File: src/rtl/alu_pkg.sv
// Shared definitions for the alu sharing arbiter: FSM encoding and alu_fun codes.
package alu_pkg;

  typedef enum logic [1:0] {
    IDLE = 2'b00,
    EXEC = 2'b01,
    RESP = 2'b10
  } state_e;

  localparam logic [3:0] FUN_ADD  = 4'd0;
  localparam logic [3:0] FUN_SLL  = 4'd1;
  localparam logic [3:0] FUN_SLT  = 4'd2;
  localparam logic [3:0] FUN_SLTU = 4'd3;
  localparam logic [3:0] FUN_XOR  = 4'd4;
  localparam logic [3:0] FUN_SRL  = 4'd5;
  localparam logic [3:0] FUN_OR   = 4'd6;
  localparam logic [3:0] FUN_AND  = 4'd7;
  localparam logic [3:0] FUN_SUB  = 4'd8;
  localparam logic [3:0] FUN_LUI  = 4'd9;
  localparam logic [3:0] FUN_SRA  = 4'd13;

endpackage

File: src/rtl/rr_arb2.sv
// Two-way combinational round-robin grant; prio breaks ties only.
module rr_arb2 (
  input  logic [1:0] valid,
  input  logic       prio,
  output logic       gnt,
  output logic       gnt_vld
);

  always_comb begin
    gnt_vld = |valid;
    gnt     = 1'b0;
    if (valid == 2'b11) gnt = prio;
    else                gnt = valid[1];
  end

endmodule

File: src/rtl/alu_share_arbiter.sv
// Shares one external combinational alu between the core (req 0) and debug (req 1)
// requesters; one operation in flight, result returned via a valid/ready response.
module alu_share_arbiter
  import alu_pkg::*;
#(
  parameter int WIDTH = 32,
  parameter int FUN_W = 4
) (
  input  logic             CLK,
  input  logic             RST,
  input  logic             req0_valid,
  output logic             req0_ready,
  input  logic [WIDTH-1:0] req0_srcA,
  input  logic [WIDTH-1:0] req0_srcB,
  input  logic [FUN_W-1:0] req0_fun,
  output logic             rsp0_valid,
  input  logic             rsp0_ready,
  output logic [WIDTH-1:0] rsp0_result,
  input  logic             req1_valid,
  output logic             req1_ready,
  input  logic [WIDTH-1:0] req1_srcA,
  input  logic [WIDTH-1:0] req1_srcB,
  input  logic [FUN_W-1:0] req1_fun,
  output logic             rsp1_valid,
  input  logic             rsp1_ready,
  output logic [WIDTH-1:0] rsp1_result,
  output logic [WIDTH-1:0] alu_srcA,
  output logic [WIDTH-1:0] alu_srcB,
  output logic [FUN_W-1:0] alu_fun,
  input  logic [WIDTH-1:0] alu_result,
  output logic             busy
);

  state_e           state_q, state_d;
  logic             prio_q, prio_d;
  logic             g_q, g_d;
  logic [WIDTH-1:0] srca_q, srca_d;
  logic [WIDTH-1:0] srcb_q, srcb_d;
  logic [FUN_W-1:0] fun_q, fun_d;
  logic [WIDTH-1:0] result_q, result_d;

  logic gnt, gnt_vld, accept, done;

  rr_arb2 u_arb (
    .valid   ({req1_valid, req0_valid}),
    .prio    (prio_q),
    .gnt     (gnt),
    .gnt_vld (gnt_vld)
  );

  assign accept = (state_q == IDLE) && gnt_vld;
  assign done   = (state_q == RESP) && (g_q ? rsp1_ready : rsp0_ready);

  always_ff @(posedge CLK) begin
    if (RST) begin
      state_q  <= IDLE;
      prio_q   <= 1'b0;
      g_q      <= 1'b0;
      srca_q   <= '0;
      srcb_q   <= '0;
      fun_q    <= '0;
      result_q <= '0;
    end else begin
      state_q  <= state_d;
      prio_q   <= prio_d;
      g_q      <= g_d;
      srca_q   <= srca_d;
      srcb_q   <= srcb_d;
      fun_q    <= fun_d;
      result_q <= result_d;
    end
  end

  always_comb begin
    state_d = state_q;
    case (state_q)
      IDLE:    if (gnt_vld) state_d = EXEC;
      EXEC:    state_d = RESP;
      RESP:    if (done) state_d = IDLE;
      default: state_d = IDLE;
    endcase
  end

  always_comb begin
    prio_d   = prio_q;
    g_d      = g_q;
    srca_d   = srca_q;
    srcb_d   = srcb_q;
    fun_d    = fun_q;
    result_d = result_q;
    if (accept) begin
      g_d    = gnt;
      srca_d = gnt ? req1_srcA : req0_srcA;
      srcb_d = gnt ? req1_srcB : req0_srcB;
      fun_d  = gnt ? req1_fun  : req0_fun;
    end
    if (state_q == EXEC) result_d = alu_result;
    // The requester just served loses the next tie.
    if (done) prio_d = ~g_q;
  end

  always_comb begin
    req0_ready  = ~RST && accept && !gnt;
    req1_ready  = ~RST && accept &&  gnt;
    rsp0_valid  = (state_q == RESP) && !g_q;
    rsp1_valid  = (state_q == RESP) &&  g_q;
    rsp0_result = rsp0_valid ? result_q : '0;
    rsp1_result = rsp1_valid ? result_q : '0;
    busy        = (state_q != IDLE);
  end

  assign alu_srcA = srca_q;
  assign alu_srcB = srcb_q;
  assign alu_fun  = fun_q;

endmodule
File: config.mk
export PLATFORM = sky130hd
export DESIGN_NAME = alu_share_arbiter
export DESIGN_NICKNAME = d
export VERILOG_FILES = /design/src/rtl/alu_pkg.sv /design/src/rtl/rr_arb2.sv /design/src/rtl/alu_share_arbiter.sv
export SDC_FILE = /design/constraint.sdc
export NUM_CORES = 1
export LEC_CHECK = 0
export ABC_CLOCK_PERIOD_IN_PS = 1600
export BUFFER_PORTS_ARGS = -buffer_cell sky130_fd_sc_hd__buf_2
export CAP_MARGIN = 20
export CORE_AREA = 2 2 121 123
export DETAILED_ROUTE_END_ITERATION = 8
export DIE_AREA = 0 0 123 125
export GPL_ROUTABILITY_DRIVEN = 0
export PLACE_DENSITY = 0.65
export SLEW_MARGIN = 15
export SYNTH_ARGS = -nofsm -noshare
export SYNTH_HDL_FRONTEND = slang
export SYNTH_HIERARCHICAL = 1
export SYNTH_SLANG_ARGS = --single-unit
File: constraint.sdc
create_clock -name CLK -period 1.6 [get_ports CLK]
set_input_delay 0.08 -clock CLK [delete_from_list [all_inputs] [get_ports CLK]]
set_output_delay 0.08 -clock CLK [all_outputs]
set_load 0.02 [all_outputs]
# Word-level counts from Yosys, hierarchy flattened
# Cells that the tools add are included.
# totals
regBits	104
latchBits	0
ram_bits	0
mem_bits_ro	0
inputBits	174
out_inout_bits	137
wordCells	37
mem_count	0
# classes
add_sub_neg	0
n_mul	0
n_div	0
order_cmp	0
n_eq_ne	5
shift	0
mux	10
bitwise	2
reduce_logical	13
# op_table
cell	n
32-bit two-way mux	4
1-bit logical AND	7
2-bit one-hot mux with 3 select lines	1
2-bit equality test, second input constant	2
2-bit two-way mux	2
4-bit two-way mux	1
2-bit != test, second input constant	2
2-bit by 1-bit equality test with 1-bit output, second input constant	1
1-bit logical NOT	2
2-bit logical NOT	1
1-bit two-way mux	2
1-bit inverter	2
2-bit AND reduction	1
2-bit nonzero test	1
2-bit OR reduction	1

# Longest topological paths before layout
# Gate-level depths: netlist of run 1.
# logic_depth
depth_word	4
mapped_depth	7
depth_no_buf	5

# By module
# Netlist of run 1, hierarchy kept.
# by_module_without_submodules
module	instances	cells_per_inst	area_each_um2	seq_area_each_um2
alu_share_arbiter	1	465	4576.9	2082.0
rr_arb2	1	3	17.5	0.0

# Least setup slack after synthesis of run 1
# Ideal clock, no wire load.
# synth_path
path_kind	register to output
from	register state_q[1]
to	output port req0_ready
t_arrival_ns	1.296
required_ns	1.520
setup_slack_ns	0.224
path_stages_with_launch	7
n_path_buf	3
path_cell_list	dfxtp_1 nor3b_2 nand2b_1 buf_2 buf_6 buf_6 nor2_1
# synth_between
elab_chain_cells	4
# synth_lines
element	line_no	text
start: declaration	alu_share_arbiter.sv:34	state_e state_q, state_d;
start signal: assignment	alu_share_arbiter.sv:64	state_q <= state_d;
2-bit logical NOT	alu_share_arbiter.sv:51	assign accept = (state_q == IDLE) && gnt_vld;
1-bit logical AND	alu_share_arbiter.sv:51	
1-bit logical AND (2 in series)	alu_share_arbiter.sv:103	req0_ready = ~RST && accept && !gnt;
end: declaration	alu_share_arbiter.sv:12	output logic req0_ready,
# No other way between the ends.

# Worst setup path after layout of run 1
# layout_path
from	register state_q[1]
to	output port rsp0_result[8]
# layout_between
elab_chain_cells	3
# layout_lines
element	line_no	text
2-bit equality test	alu_share_arbiter.sv:105	rsp0_valid = (state_q == RESP) && !g_q;
1-bit logical AND	alu_share_arbiter.sv:105	
32-bit two-way mux	alu_share_arbiter.sv:107	rsp0_result = rsp0_valid ? result_q : '0;
end: declaration	alu_share_arbiter.sv:18	output logic [WIDTH-1:0] rsp0_result,
# No other way between the ends.

==> results.toml, run 1 <==
[run_status]
outcome = "finished with violations"
violations = "setup timing"

[yosys]
synth_nets = 642
ys_ff_latch = 104
synth_cells = 468
syn_area_mm2 = 0.00459
ys_warn_count = 6
yosysSeqAreaShare_pct = 45.3
syn_avg_cell_area_um2 = 9.82
yosysUniqueCellTypes = 25

[floorplanning]
pin_count = 311
start_util_pct = 32.3
die_h_um = 125
core_region_area_mm2 = 0.0142
rows = 44
dieArea_mm2 = 0.0154
die_w_um = 123

[global_route]
antenna_found_initial = 2
grtUsageMet3_pct = 5.84
grt_pass1_wl_um = 25000
busiest_layer = "met2"
use_met1_pct = 22.9
met2_usage_pct = 38.5
grt_overflow = 0
grt_pass1_vias = 4722
grt.total_usage_pct = 21.2
grt_start_max_net_pins = 35

[timing]
worst_slack_ns = -0.0913
tns_ns = -1.84
whs_ns = 0.00405
setup_viol = 34
worstMarginPinSlew_ns = 0.373
max_freq_mhz = 591
hold_viol = 0
skew_ns = 0.00801
rsz0062_at_grt = "yes"
relSlewSlack_pct = 75.1
report.final.slew_viol_count = 0
period_needed_ns = 1.69
fin_crit_sh_pct = 106

[critical_path]
critical_path.max_fanout = 9
critPathRequiredTime_ns = 1.52
crit_arrival_ns = 1.61
path_class = "reg2out"
cp-start-kind = "flip-flop"
worstSetupEndpointType = "output port"

[routing]
dr.first_iter.drc_count = 178
totalWireLength_um = 17600
ant_nets = 0
drt_pass1_iterations = 4
routedWlPerCell_um = 17.4
vias = 4873
drc_errors = 0
via_per_inst = 4.82

[place]
place_ws_ns = 0.152
io_buffers = 310
dpl.cell_count = 933
hpwl_um = 10800

[cts]
clk_latency_ns = 0.35
cts_buffer_depth = 2
ctsRootBufferMaster = "clkbuf_16"
clkSlewWorstSetupHoldPaths_ns = 0.06
cts_tree = "done"
cts_max_level = 3
cts_buffers = 9
clock_sinks = 104

[layout]
fin_cells = 1011
syn_to_final_growth_pct = 70.2
utilization_pct = 55.1
layout-drive-gt1-share_pct = 49.8
fin_nets = 996

[min_path]
hold_path_class = "in2reg"

[pwr]
vdd_drop_max_uv = 585
leakagePower_uw = 0.00372
cellPowerDensity_mw_per_mm2 = 870

[job]
maxCapViolations = 0
==> through the flow <==
| stage | total power, uW | area [um^2] |
|---|---|---|
| finish | 6810 | 7820 |
| global route | 7110 | 7820 |
| CTS | 6810 | 7520 |
| detailed placement | 4440 | 6400 |
| global placement | 4430 | 6400 |
| floorplan | 3820 | 4590 |
==> state kept, by name (all words and copies together) (netlist names) <==
signal,flops
alu_srcA,32
alu_srcB,32
result_q,32
alu_fun,4
state_q,2
g_q,1
prio_q,1
==> cell usage after synthesis <==
cell / n / area, um^2
dfxtp_1: 104 / 2080
mux2i_1: 69 / 691
nand2_1: 64 / 240
o2bb2ai_1: 59 / 517
a21oi_1: 34 / 170
and2_1: 34 / 213
and3_1: 33 / 206
buf_2: 23 / 115
clkbuf_1: 13 / 48.8
o2bb2ai_2: 9 / 135
buf_1: 4 / 15.0
buf_4: 3 / 22.5
inv_1: 3 / 11.3
buf_6: 2 / 22.5
nand2b_1: 2 / 12.5
nor2_1: 2 / 7.51
nor2b_1: 2 / 12.5
a2111oi_2: 1 / 15.0
a21boi_1: 1 / 7.51
a22o_1: 1 / 8.76
and2b_4: 1 / 10.0
nor2_2: 1 / 6.26
nor3b_2: 1 / 12.5
or2_1: 1 / 6.26
or2_2: 1 / 6.26
==> per-layer routing <==
metal | wire, um | up-vias
li1 | - | 2372
met1 | 6810 | 2273
met2 | 9200 | 200
met3 | 1200 | 28
met4 | 434 | 0
met5 | 0 | -
==> layout by cell type (no fill, tap or decap), drive strengths merged, types with 2 or more instances in the layout <==
master       instances
a21oi               34
and2                34
and2b                5
and3                33
buf                334
bufbuf               2
clkbuf              13
clkinvlp             2
dfxtp              104
diode                2
dlygate4sd3         46
inv                  3
mux2i               69
nand2               64
nand2b               2
nor2                 3
nor2b                2
o2bb2ai             68
or2                  2
==> area by class of cell <==
| cell class | count | area (um^2) |
|---|---|---|
| clock buffer | 11 | 233 |
| inverter | 3 | 11.3 |
| sequential | 104 | 2090 |
| antenna | 2 | 5.00 |
| clock inverter | 3 | 45.0 |
| multi-input combinational | 320 | 2460 |
| timing repair buffer | 384 | 2750 |
| fill | 1296 | 6380 |
| tap | 184 | 230 |
==> cell families (layout without fill, tap and decap cells) <==
| kind of cell | count (synthesis) | in the layout | share of synthesized area (%) |
|---|---|---|---|
| multiplexers | 69 | 69 | 15.0 |
| buffers and inverters | 48 | 401 | 5.12 |
| AND/OR/NAND/NOR | 142 | 146 | 16.0 |
| AO/OA/AOI/OAI | 105 | 105 | 18.6 |
| other | 0 | 2 | 0 |
| flip-flops | 104 | 104 | 45.3 |
==> path summary, 6_finish.rpt <==
| check | startpoint | endpoint | slack [ns] | cells after the start |
|---|---|---|---|---|
| max | state_q[1]$_SDFFE_PP0P_ | rsp0_result[8] | -0.09 | 5 |
| min | alu_result[1] | result_q[1]$_SDFFE_PP0N_ | 0.004 | 3 |
| max reg2reg | state_q[0]$_SDFFE_PP0P_ | alu_srcB[1]$_SDFFE_PP0P_ | 0.08 | 7 |
| min reg2reg | alu_srcA[16]$_SDFFE_PP0P_ | alu_srcA[16]$_SDFFE_PP0P_ | 0.46 | 1 |
==> worst max-delay path, stage by stage (launching register included) <==
cell and delay, ns:
dfxtp_4 0.37, nor2b_4 0.18, buf_12 0.15, and2b_4 0.25
and2_1 0.16, buf_4 0.14
==> power breakdown <==
group,internal [uW],switching [uW]
logic,787,890
clock network,1200,948
registers,2830,154
==> what timing repair did <==
action / CTS / global route
cloned: 7 / 3
hold buffers: 46 / 0
resized for setup: 85 / 66
endpoints found under the setup margin: 62 / 89
endpoints found under the hold margin: 43 / 0
pin swaps: 8 / 14
buffers inserted: 2 / 4
Power figures use the tool's default switching activity.
==> run 2: changes to the inputs <==
--- a/config.mk
+++ b/config.mk
@@ -8,11 +8,11 @@
 export ABC_CLOCK_PERIOD_IN_PS = 1600
 export BUFFER_PORTS_ARGS = -buffer_cell sky130_fd_sc_hd__buf_2
 export CAP_MARGIN = 20
-export CORE_AREA = 2 2 121 123
+export CORE_ASPECT_RATIO = 0.5
+export CORE_UTILIZATION = 42
 export DETAILED_ROUTE_END_ITERATION = 8
-export DIE_AREA = 0 0 123 125
 export GPL_ROUTABILITY_DRIVEN = 0
-export PLACE_DENSITY = 0.65
+export PLACE_DENSITY = 0.81
 export SLEW_MARGIN = 15
 export SYNTH_ARGS = -nofsm -noshare
 export SYNTH_HDL_FRONTEND = slang
==> results.toml, run 2 (synthesis gave the netlist of run 1 again) <==
[routing]
via_per_inst = 5.19
ant_nets = 0
drt_pass1_iterations = 4
totalWireLength_um = 16600
dr.first_iter.drc_count = 203
drc_errors = 0
vias = 4963
routedWlPerCell_um = 17.4

[pwr]
clock_power_share_pct = 30.1
vdd_drop_max_uv = 513
internal_power_uw = 4610
leakagePower_uw = 0.00364
switchingPower_uw = 1970
p_total_uw = 6580
pwr-share-comb_pct = 24.4
p_seq_share_pct = 45.4
cellPowerDensity_mw_per_mm2 = 871
swShare_pct = 29.9

[critical_path]
crit_chain = "nor2b_4, buf_12, and2b_4, and2_4, buf_6"
crit_slowest_cell = "dfxtp_4"
reg2reg_to = "alu_srcB[1]$_SDFFE_PP0P_"
critPathMaxStageDelay_ns = 0.38
worstSetupEndpointType = "output port"
crit_end = "rsp0_result[8]"
crit_arrival_ns = 1.56
cp-start-kind = "flip-flop"
critical_path.max_fanout = 8
critPathRequiredTime_ns = 1.52
ff2ff_path_depth = 7
rrSetupSlack_ns = 0.11
critical_path.startpoint = "state_q[1]$_SDFFE_PP0P_"
reg2reg_from = "prio_q$_SDFFE_PP0P_"
path_class = "reg2out"

[cts]
cts_max_level = 3
ctsRootBufferMaster = "clkbuf_16"
clock_sinks = 104
cts_buffers = 9
clkSlewWorstSetupHoldPaths_ns = 0.07
clk_latency_ns = 0.33
cts_tree = "done"
cts_buffer_depth = 2

[layout]
fin_cells = 956
layout-drive-gt1-share_pct = 51.2
final_common_cell = "buf_2"
insertedDiodeCount = 0
fillers = 753
syn_to_final_growth_pct = 64.5
utilization_pct = 72.6
final_cell_mix = "buf_2, dfxtp_1, mux2i_1"
fin_nets = 985

[run_status]
outcome = "finished with violations"
violations = "setup timing"

[floorplanning]
core_region_area_mm2 = 0.0104
dieArea_mm2 = 0.0114
start_util_pct = 44.1
pin_count = 311
die_w_um = 150
rows = 26
die_h_um = 76.0

[min_path]
hold_path_class = "in2reg"

[timing]
setup_viol = 29
max_freq_mhz = 610
report.final.slew_viol_count = 0
worstMarginPinSlew_ns = 0.443
hold_viol = 0
fin_crit_sh_pct = 103
period_needed_ns = 1.64
worst_slack_ns = -0.0404
rsz0062_at_grt = "yes"
relSlewSlack_pct = 70.5
skew_ns = 0.00775

[place]
hpwl_um = 10100
dpl.cell_count = 892
place_ws_ns = 0.156
io_buffers = 310

[job]
maxCapViolations = 0

[global_route]
grt.total_usage_pct = 26.2
grt_pass1_vias = 4687
grt_pass1_wl_um = 23500
grt_start_max_net_pins = 39
antenna_found_initial = 0
grt_overflow = 0
[run 2: cell types whose count changed in the layout (fill, tap and decap cells not counted), moves of 2 or more]
cell / delta
dlygate4sd3_1: -15
buf_4: +11
buf_12: -4
buf_6: -2
clkinv_2: +2
diode_2: -2
mux2i_1: -2
mux2i_2: +2
[run 2: worst max-delay path: cells and delay by family, from the launching register on]
family        cells  cell delay, ns
simple gates      3            0.60
buf+inv           2            0.25
flops             1            0.38
[run 2: final cells by class]
class | instances | area [um^2] | share of cell area, %
Clock inverter | 5 | 33.8 | 0.447
Sequential cell | 104 | 2090 | 27.6
Timing Repair Buffer | 373 | 2550 | 33.7
Clock buffer | 11 | 233 | 3.08
Multi-Input combinational cell | 320 | 2470 | 32.7
Tap cell | 140 | 175 | 2.32
Inverter | 3 | 11.3 | 0.149
[run 2: worst min-delay path by stage]
stage	start	end	slack (ns)	cells past startpoint
after floorplan	alu_result[0]	result_q[0]$_SDFFE_PP0N_	0.22	2
after detailed placement	alu_result[14]	result_q[14]$_SDFFE_PP0N_	0.33	3
after global placement	alu_result[15]	result_q[15]$_SDFFE_PP0N_	0.32	3
final	alu_result[1]	result_q[1]$_SDFFE_PP0N_	0.01	3
after CTS	alu_result[6]	result_q[6]$_SDFFE_PP0N_	0.0001	3
after global routing	alu_result[1]	result_q[1]$_SDFFE_PP0N_	-0.0005	3
[run 2: through the flow]
stage / instance area (um^2) / setup TNS, ns / hold slack (ns)
global placement: 6330 / 0 / 0.323
finish: 7560 / -0.576 / 0.0101
detailed placement: 6330 / 0 / 0.325
CTS: 7130 / -0.0215 / 0.000130
global route: 7560 / -2.19 / -0.000484
floorplan: 4590 / 0 / 0.216
[run 2: what timing repair did]
action | CTS | global route
pin swaps | 3 | 14
endpoints found under the setup margin | 68 | 78
hold endpoints to repair | 30 | 1
hold buffers | 30 | 1
setup buffers | 6 | 4
gates resized for setup | 36 | 116
gates cloned | 6 | 1
[run 2: routing by layer]
layer / global-route usage [%] / up-vias / routed length (um)
li1: - / 2359 / -
met1: 30.1 / 2372 / 6690
met2: 47.5 / 198 / 8630
met3: 6.39 / 34 / 947
met4: 8.18 / 0 / 333
met5: 0 / - / 0
[run 2: power groups by stage]
stage          Sequential [uW]  Clock (uW)  Combinational [uW]
6_report                  2990        1980                1610
5_1_grt                   3020        2140                1710
4_1_cts                   2980        2010                1540
3_5_place_dp              3020           0                1390
3_3_place_gp              3020           0                1370
2_1_floorplan             3220           0                 599
==> run 3: changes to the inputs <==
--- a/config.mk
+++ b/config.mk
@@ -12,6 +12,7 @@
 export CORE_UTILIZATION = 42
 export DETAILED_ROUTE_END_ITERATION = 8
 export GPL_ROUTABILITY_DRIVEN = 0
+export HOLD_SLACK_MARGIN = 0.03
 export PLACE_DENSITY = 0.81
 export SLEW_MARGIN = 15
 export SYNTH_ARGS = -nofsm -noshare
==> results.toml, run 3 (synthesis gave the netlist of run 1 again) <==
[cts]
cts_buffer_depth = 2
cts_max_level = 3
cts_tree = "done"
clkSlewWorstSetupHoldPaths_ns = 0.07
ctsRootBufferMaster = "clkbuf_16"
cts_buffers = 9
clk_latency_ns = 0.34
clock_sinks = 104

[floorplanning]
core_region_area_mm2 = 0.0104
pin_count = 311
die_h_um = 76.0
dieArea_mm2 = 0.0114
rows = 26
die_w_um = 150
start_util_pct = 44.1

[critical_path]
crit_arrival_ns = 1.58
critical_path.max_fanout = 8
critPathMaxStageDelay_ns = 0.38
crit_chain = "nor2b_4, buf_12, and2b_4, and2_1, buf_6"
critPathRequiredTime_ns = 1.52
crit_slowest_cell = "dfxtp_4"
worstSetupEndpointType = "output port"
path_class = "reg2out"
cp-start-kind = "flip-flop"

[layout]
syn_to_final_growth_pct = 69.9
utilization_pct = 75.0
insertedDiodeCount = 0
final_cell_mix = "buf_2, dfxtp_1, mux2i_1"
fin_nets = 1010
layout-drive-gt1-share_pct = 50.1
fillers = 729
fin_cells = 981
final_common_cell = "buf_2"
fin_area_mm2 = 0.00780

[global_route]
grt_pass1_wl_um = 24100
antenna_found_initial = 0
grt_overflow = 0
grt_start_max_net_pins = 39
grt_pass1_vias = 4850
grt.total_usage_pct = 26.7

[routing]
totalWireLength_um = 17100
drt_pass1_iterations = 4
dr_wl_met2_um = 8850
route.met3.wl_um = 1030
via_per_inst = 5.20
ant_nets = 0
drc_errors = 0
routed.top_layer = "met4"
vias = 5100
dr.first_iter.drc_count = 261
met1Wirelength_um = 6840
routedWlPerCell_um = 17.5

[timing]
period_needed_ns = 1.66
whs_ns = 0.0338
setup_viol = 32
rsz0062_at_grt = "yes"
fin_crit_sh_pct = 104
report.final.slew_viol_count = 0
hold_viol = 0
max_freq_mhz = 604
relSlewSlack_pct = 70.9
worstMarginPinSlew_ns = 0.436
skew_ns = 0.00701
worst_slack_ns = -0.0568

[pwr]
vdd_drop_max_uv = 509
leakagePower_uw = 0.00375
cellPowerDensity_mw_per_mm2 = 852

[place]
io_buffers = 310
place_area_mm2 = 0.00633
dpl.cell_count = 892
place_ws_ns = 0.156
hpwl_um = 10100

[min_path]
hold_path_class = "in2reg"

[job]
maxCapViolations = 0

[run_status]
violations = "setup timing"
outcome = "finished with violations"
-- run 3: changes by cell type in the layout (fill, tap and decap cells not counted), sizes merged --
cell / delta
buf: +2
dlygate4sd3: +23
-- run 3: critical path: cells and delay by family (launching register included) --
kind                   cells  cell delay (ns)
buffers and inverters      2             0.26
AND/OR/NAND/NOR            3             0.60
flip-flops                 1             0.38
-- run 3: per-stage QoR --
stage	power [uW]	TNS (ns)
after CTS	6570	-0.0215
after global placement	4380	0
after floorplan	3820	0
after global routing	6940	-2.98
after detailed placement	4420	0
final	6650	-1.02
-- run 3: power by group --
group | internal, uW | total, uW | switching (uW)
Combinational | 770 | 1660 | 895
Clock | 1050 | 1990 | 936
Sequential | 2830 | 2990 | 163
-- run 3: layer usage --
layer  global-route usage, %  up-vias
li1                        -     2405
met4                    7.88        0
met5                       0        -
met3                    6.14       41
met2                    49.4      243
met1                    30.4     2411
-- run 3: path summary, 6_finish.rpt --
check | from | endpoint | slack [ns] | depth (start not counted)
min | req0_srcA[29] | alu_srcA[29]$_SDFFE_PP0P_ | 0.03 | 3
max reg2reg | prio_q$_SDFFE_PP0P_ | alu_srcB[1]$_SDFFE_PP0P_ | 0.12 | 7
min reg2reg | alu_srcB[17]$_SDFFE_PP0P_ | alu_srcB[17]$_SDFFE_PP0P_ | 0.46 | 1
max | state_q[1]$_SDFFE_PP0P_ | rsp0_result[9] | -0.06 | 5
-- run 3: what timing repair did --
item	in CTS	in global routing
pin swaps	3	13
hold endpoints to repair	45	0
endpoints found under the setup margin	68	78
gates cloned	6	1
buffers inserted	6	6
gates resized for setup	36	116
hold buffers	54	0
-- run 3: cell type report --
cell class                      instances  area, um^2  area share (%)
Timing Repair Buffer                  398        2790            35.8
Multi-Input combinational cell        320        2470            31.7
Sequential cell                       104        2090            26.8
Clock buffer                           11         233            2.98
Tap cell                              140         175            2.24
Clock inverter                          5        33.8           0.433
Inverter                                3        11.3           0.144
